File: config.mk
export PLATFORM = sky130hd
export DESIGN_NAME = temperature_monitor
export DESIGN_NICKNAME = d
export VERILOG_FILES = /design/src/rtl/temperature_monitor_pkg.sv /design/src/rtl/temperature_monitor_avg.sv /design/src/rtl/temperature_monitor.sv
export SDC_FILE = /design/constraint.sdc
export NUM_CORES = 1
export LEC_CHECK = 0
export CORE_MARGIN = 2
export CORE_UTILIZATION = 52
export CTS_CLUSTER_DIAMETER = 30
export CTS_CLUSTER_SIZE = 8
export DETAILED_ROUTE_END_ITERATION = 10
export GPL_TIMING_DRIVEN = 0
export PLACE_DENSITY = 0.75
export SLEW_MARGIN = 20
export SYNTH_ARGS = -nofsm -noshare
export SYNTH_HDL_FRONTEND = slang
export SYNTH_SLANG_ARGS = --single-unit
File: constraint.sdc
create_clock -name clk -period 2.4 [get_ports clk]
set_input_delay 0.48 -clock clk [delete_from_list [all_inputs] [get_ports clk]]
set_output_delay 0.48 -clock clk [all_outputs]
set_load 0.01 [all_outputs]
File: src/rtl/temperature_monitor_pkg.sv
// Shared state encodings, default thresholds and state decode helpers for the
// temperature monitor.
package temperature_monitor_pkg;

  localparam logic [1:0] ST_COOL = 2'd0;
  localparam logic [1:0] ST_WARM = 2'd1;
  localparam logic [1:0] ST_HOT  = 2'd2;
  localparam logic [1:0] ST_SHUT = 2'd3;

  localparam int DEF_TEMP_W    = 8;
  localparam int DEF_AVG_LOG2  = 2;
  localparam int DEF_WARM_TH   = 35;
  localparam int DEF_HOT_TH    = 45;
  localparam int DEF_CRIT_TH   = 55;
  localparam int DEF_HYST      = 3;
  localparam int DEF_CRIT_HOLD = 2;

  function automatic logic is_alarm(input logic [1:0] st);
    return (st == ST_HOT) || (st == ST_SHUT);
  endfunction

  function automatic logic is_shut(input logic [1:0] st);
    return st == ST_SHUT;
  endfunction

endpackage

File: src/rtl/temperature_monitor_avg.sv
// Box-car averaging filter: sample shift buffer, running sum and fill counter.
// avg_temp / avg_valid / upd all register the cycle after sample_valid.
module temp_avg_filter
  import temperature_monitor_pkg::*;
#(
  parameter int TEMP_W   = DEF_TEMP_W,
  parameter int AVG_LOG2 = DEF_AVG_LOG2
) (
  input  logic              clk,
  input  logic              rst_n,
  input  logic              sample_valid,
  input  logic [TEMP_W-1:0] temperature,
  output logic [TEMP_W-1:0] avg_temp,
  output logic              avg_valid,
  output logic              upd
);

  localparam int DEPTH  = 1 << AVG_LOG2;
  localparam int SUM_W  = TEMP_W + AVG_LOG2;
  localparam int FILL_W = AVG_LOG2 + 1;
  localparam logic [FILL_W-1:0] FILL_FULL = FILL_W'(DEPTH);

  logic [TEMP_W-1:0] buf_q [DEPTH];
  logic [TEMP_W-1:0] buf_d [DEPTH];
  logic [SUM_W-1:0]  sum_q, sum_d;
  logic [FILL_W-1:0] fill_q, fill_d;
  logic [TEMP_W-1:0] avg_q, avg_d;
  logic              avg_valid_q, avg_valid_d;
  logic              upd_q, upd_d;

  always_comb begin
    buf_d       = buf_q;
    sum_d       = sum_q;
    fill_d      = fill_q;
    avg_d       = avg_q;
    avg_valid_d = avg_valid_q;
    upd_d       = 1'b0;
    if (sample_valid) begin
      buf_d[0] = temperature;
      for (int i = 1; i < DEPTH; i++) buf_d[i] = buf_q[i-1];
      // Modular add/subtract: the true sum is never negative, so wrap cancels out.
      sum_d = sum_q + SUM_W'(temperature) - SUM_W'(buf_q[DEPTH-1]);
      avg_d = TEMP_W'(sum_d >> AVG_LOG2);
      if (fill_q != FILL_FULL) fill_d = fill_q + FILL_W'(1);
      avg_valid_d = (fill_d == FILL_FULL);
      upd_d       = avg_valid_d;
    end
  end

  always_ff @(posedge clk or negedge rst_n) begin
    if (!rst_n) begin
      for (int i = 0; i < DEPTH; i++) buf_q[i] <= '0;
      sum_q       <= '0;
      fill_q      <= '0;
      avg_q       <= '0;
      avg_valid_q <= 1'b0;
      upd_q       <= 1'b0;
    end else begin
      for (int i = 0; i < DEPTH; i++) buf_q[i] <= buf_d[i];
      sum_q       <= sum_d;
      fill_q      <= fill_d;
      avg_q       <= avg_d;
      avg_valid_q <= avg_valid_d;
      upd_q       <= upd_d;
    end
  end

  assign avg_temp  = avg_q;
  assign avg_valid = avg_valid_q;
  assign upd       = upd_q;

endmodule

File: src/rtl/temperature_monitor.sv
// Thermal monitor: averaged temperature drives a hysteretic COOL/WARM/HOT/SHUTDOWN
// FSM with a sticky, operator-cleared shutdown. All outputs are registered.
module temperature_monitor
  import temperature_monitor_pkg::*;
#(
  parameter int TEMP_W    = DEF_TEMP_W,
  parameter int AVG_LOG2  = DEF_AVG_LOG2,
  parameter int WARM_TH   = DEF_WARM_TH,
  parameter int HOT_TH    = DEF_HOT_TH,
  parameter int CRIT_TH   = DEF_CRIT_TH,
  parameter int HYST      = DEF_HYST,
  parameter int CRIT_HOLD = DEF_CRIT_HOLD
) (
  input  logic              clk,
  input  logic              rst_n,
  input  logic              sample_valid,
  input  logic [TEMP_W-1:0] temperature,
  input  logic              clear_shutdown,
  output logic [TEMP_W-1:0] avg_temp,
  output logic              avg_valid,
  output logic [1:0]        fan_speed,
  output logic              alarm,
  output logic              shutdown,
  output logic [1:0]        therm_state
);

  localparam int CRIT_W = $clog2(CRIT_HOLD + 1);
  localparam logic [TEMP_W-1:0] WARM_UP = TEMP_W'(WARM_TH);
  localparam logic [TEMP_W-1:0] HOT_UP  = TEMP_W'(HOT_TH);
  localparam logic [TEMP_W-1:0] CRIT_UP = TEMP_W'(CRIT_TH);
  localparam logic [TEMP_W-1:0] WARM_DN = TEMP_W'(WARM_TH - HYST);
  localparam logic [TEMP_W-1:0] HOT_DN  = TEMP_W'(HOT_TH - HYST);
  localparam logic [CRIT_W-1:0] CRIT_MAX = CRIT_W'(CRIT_HOLD);

  logic [TEMP_W-1:0] avg;
  logic              upd;

  temp_avg_filter #(
    .TEMP_W   (TEMP_W),
    .AVG_LOG2 (AVG_LOG2)
  ) u_filter (
    .clk          (clk),
    .rst_n        (rst_n),
    .sample_valid (sample_valid),
    .temperature  (temperature),
    .avg_temp     (avg),
    .avg_valid    (avg_valid),
    .upd          (upd)
  );

  logic [1:0]        state_q, state_d;
  logic [CRIT_W-1:0] crit_q, crit_d;
  logic [1:0]        fan_q, fan_d;
  logic              alarm_q, alarm_d;
  logic              shut_q, shut_d;

  always_comb begin
    state_d = state_q;
    crit_d  = crit_q;
    if (upd) begin
      if (avg >= CRIT_UP) begin
        if (crit_q != CRIT_MAX) crit_d = crit_q + CRIT_W'(1);
      end else begin
        crit_d = '0;
      end
    end
    // Shutdown only leaves via operator clear with the registered average below WARM.
    if (state_q == ST_SHUT) begin
      if (clear_shutdown && (avg < WARM_UP)) begin
        state_d = ST_COOL;
        crit_d  = '0;
      end
    end else if (upd) begin
      if (crit_d == CRIT_MAX) begin
        state_d = ST_SHUT;
      end else begin
        case (state_q)
          ST_COOL: begin
            if (avg >= HOT_UP)       state_d = ST_HOT;
            else if (avg >= WARM_UP) state_d = ST_WARM;
          end
          ST_WARM: begin
            if (avg >= HOT_UP)       state_d = ST_HOT;
            else if (avg < WARM_DN)  state_d = ST_COOL;
          end
          ST_HOT: begin
            if (avg < HOT_DN)        state_d = ST_WARM;
          end
          default: state_d = state_q;
        endcase
      end
    end
    fan_d   = state_d;
    alarm_d = is_alarm(state_d);
    shut_d  = is_shut(state_d);
  end

  always_ff @(posedge clk or negedge rst_n) begin
    if (!rst_n) begin
      state_q <= ST_COOL;
      crit_q  <= '0;
      fan_q   <= '0;
      alarm_q <= 1'b0;
      shut_q  <= 1'b0;
    end else begin
      state_q <= state_d;
      crit_q  <= crit_d;
      fan_q   <= fan_d;
      alarm_q <= alarm_d;
      shut_q  <= shut_d;
    end
  end

  assign avg_temp    = avg;
  assign fan_speed   = fan_q;
  assign alarm       = alarm_q;
  assign shutdown    = shut_q;
  assign therm_state = state_q;

endmodule
==> results_dict.tcl <==
set metrics [dict create \
    worst-path-max-fanout 5 \
    syn_avg_cell_area_um2 10.7 \
    final_cell_mix "48 x dfrtp_1, 40 x inv_1, 32 x mux2_2, 21 x buf_4, 18 x clkdlybuf4s50_1" \
    drt_pre_antenna_iters 4 \
    fin_nets 354 \
    wl_per_cell_um 14.7 \
    portBuffers 26 \
    clk_pin_slew_ns 0.09 \
    overflow 0 \
    max_freq_mhz 428 \
    sw_frac_of_total_pct 39.3 \
    cts_made_buffers 5 \
    fillers 430 \
    antenna-diode-count 0 \
    yosysTopAreaCell "dfrtp_1" \
    required_ns 2.58 \
    clockBufferDepth 2 \
    worst_path_max_delay_cell "fa_1" \
    power.density_mw_per_mm2 1430 \
    synthesis.nets 311 \
    io_pins 27 \
    grt_first_pass_wirelength_um 9830 \
    finalHoldViolCount 0 \
    coreArea_mm2 0.00551 \
    slew_viol_final 0 \
    cpPeakStageDelay_ns 0.45 \
    syn_inst 277 \
    yosys_warnings 0 \
    status "complete, no violations" \
    drt_iter0_drc 150 \
    tightest_slew_ns 0.650 \
    p_sw_mw 2.02 \
    clkLatencyLatePin_ns 0.31 \
    globalplace.congestion 0.903 \
    antenna_found_initial 0 \
    multi_input_area_mm2 0.00146 \
    h-tree-depth 2 \
    vias 2132 \
    setup_viol 0 \
    tns_ns 0 \
    fp.dieH_um 79.4 \
    setup_ws_ns 0.0637 \
    cts.root.buffer_cell "clkbuf_8" \
    via_per_inst 5.42 \
    syn_area_mm2 0.00296 \
    fin_crit_sh_pct 97.3 \
    area_growth_pct 21.8 \
    min-delay-path-class "input pin to async pin" \
    hpwl_um 4010 \
    die_w_um 79.4 \
    p_clk_share_pct 12.1 \
    worstPathCellList "inv_1 -> fa_1 -> buf_4 -> fa_2 -> nor2b_1 -> o31a_1 -> o21a_1 -> o221ai_1" \
    p_comb_share_pct 61.3 \
    grt_max_degree 54 \
    p_leak_nw 1.62 \
    intPower_mw 3.12 \
    grtUsageTotal_pct 20.3 \
    layout_commonest_cell "dfrtp_1" \
    cts_tree "done" \
    pre_cts_ws_ns -0.644 \
    netlist.area_leader.share_pct 44.9 \
    place_area_mm2 0.00330 \
    ys_ff_latch 53 \
    arrival_ns 2.52 \
    drive_gt1_share_pct 27.4 \
    maxCapViolations 0 \
    synth_area_leaders "dfrtp_1 45%, mux2_2 12%, ha_1 5.9%" \
    regArea_mm2 0.00133 \
    rsz0062_at_grt "true" \
    drtAntennaViolNets 0 \
    ir_worst_vdd_mv 0.607 \
    wirelength_um 5770 \
    period_needed_ns 2.34 \
    final_util_pct 65.4 \
    grt_pass1_vias 2129 \
    start_util_pct 53.7 \
    path_delay_family "adder cells" \
    whs_ns 0.198 \
    finalInstanceArea_mm2 0.00360 \
    pwr-share-seq_pct 26.5 \
    path_buf_inv 2 \
    cts_sinks 53 \
    path_class "flop to flop" \
    hold_buffers 0 \
    drc 0 \
    worstSetupEndpointType "flop" \
    ys_types 42 \
    finalClockSkew_ns 0.00777 \
    fp.dieArea_mm2 0.00631 \
    ys_seq_area_share_pct 44.9 \
    slew_headroom_pct 56.7 \
    rows 27 \
    critPathLaunchType "flop" \
]
==> kinds of logic (layout without fill, tap and decap cells) <==
group,count (synthesis),in the layout,share of synthesized area [%]
compound gates,58,58,13.3
xor+xnor,2,2,0.593
fa+ha+maj,22,22,11.3
buf+inv,63,107,9.44
flops,53,53,44.9
mux,34,34,12.9
simple gates,45,45,7.58
==> layout make-up <==
cell class | count | area share [%]
plain buffers | 18 | 3.06
flip-flops and latches | 53 | 37.0
well taps | 72 | 2.50
inverters | 45 | 4.69
repair buffers | 36 | 8.90
clock inverters | 1 | 0.834
multi-input cells | 161 | 40.6
clock buffers | 7 | 2.40
==> worst paths after layout <==
path	slack [ns]	startpoint	depth (start not counted)	to
worst max-delay path	0.06	u_filter.sum_q[1]	8	u_filter.avg_temp[6]
worst min-delay path	0.20	rst_n	1	u_filter.buf_q[24]
worst max register to register	0.06	u_filter.sum_q[1]	8	u_filter.avg_temp[6]
worst min register to register	0.49	u_filter.avg_valid	1	u_filter.avg_valid
max in group asynchronous	1.74	rst_n	1	u_filter.avg_temp[1]
min in group clk	0.43	temperature[1]	2	u_filter.buf_q[25]
==> state kept, by name (all words and copies together), names as in the netlist <==
signal / cells
u_filter.fill_q: 3
u_filter.buf_q: 32
shutdown: 1
u_filter.avg_valid: 1
u_filter.sum_q: 2
u_filter.avg_temp: 8
fan_speed: 2
crit_q: 2
alarm: 1
u_filter.upd: 1
==> power by group through the flow <==
stage | clock network (mW) | logic (mW) | registers [mW]
finish | 0.625 | 3.16 | 1.36
CTS | 0.640 | 2.97 | 1.38
global route | 0.679 | 3.52 | 1.40
floorplan | 0 | 1.83 | 1.35
global placement | 0 | 2.38 | 1.39
detailed placement | 0 | 2.48 | 1.40
==> what timing repair did <==
item / 4_1_cts / 5_1_grt
buffers inserted: 6 / 4
pin swaps: 14 / 6
endpoints found under the setup margin: 6 / 6
gates resized for setup: 26 / 8
==> cell usage after synthesis <==
master,instances
o2111a_1,1
nor2_1,8
o2111ai_1,3
o21a_1,3
nand3_1,8
o211ai_1,4
a311oi_1,1
xnor2_1,2
o311ai_0,1
nor2b_1,5
a32oi_1,1
ha_1,14
nor3b_1,1
mux2i_1,2
or3_1,2
clkbuf_1,4
fa_1,8
buf_2,4
nor3_2,1
a21boi_1,1
a211oi_1,6
o221ai_1,2
and2b_1,1
o21ai_0,10
nand4_1,1
o22ai_1,2
nand2b_1,2
o311ai_1,1
a21o_1,3
a2bb2oi_1,1
nand2_1,12
a2111o_1,1
a21oi_1,14
and3_1,1
inv_1,45
a31oi_1,1
o31a_1,1
nor3_1,3
mux2_2,32
buf_4,10
o21ai_2,1
dfrtp_1,53
==> metal layers <==
metal  share of wire [%]  global-route usage [%]  vias up  wire length [µm]
li1                    -                       -     1029                 -
met2                  49                    34.5       59              2840
met4                 1.9                    7.59        0               112
met1                  45                    25.8     1035              2590
met3                 4.0                    4.07        9               231
met5                   0                       0        -                 0
==> per-stage QoR <==
step	instances	power [mW]
2_1_floorplan	277	3.18
3_3_place_gp	375	3.78
3_5_place_dp	375	3.89
4_1_cts	389	4.99
5_1_grt	393	5.60
6_report	393	5.15
Power figures use the tool's default switching activity.
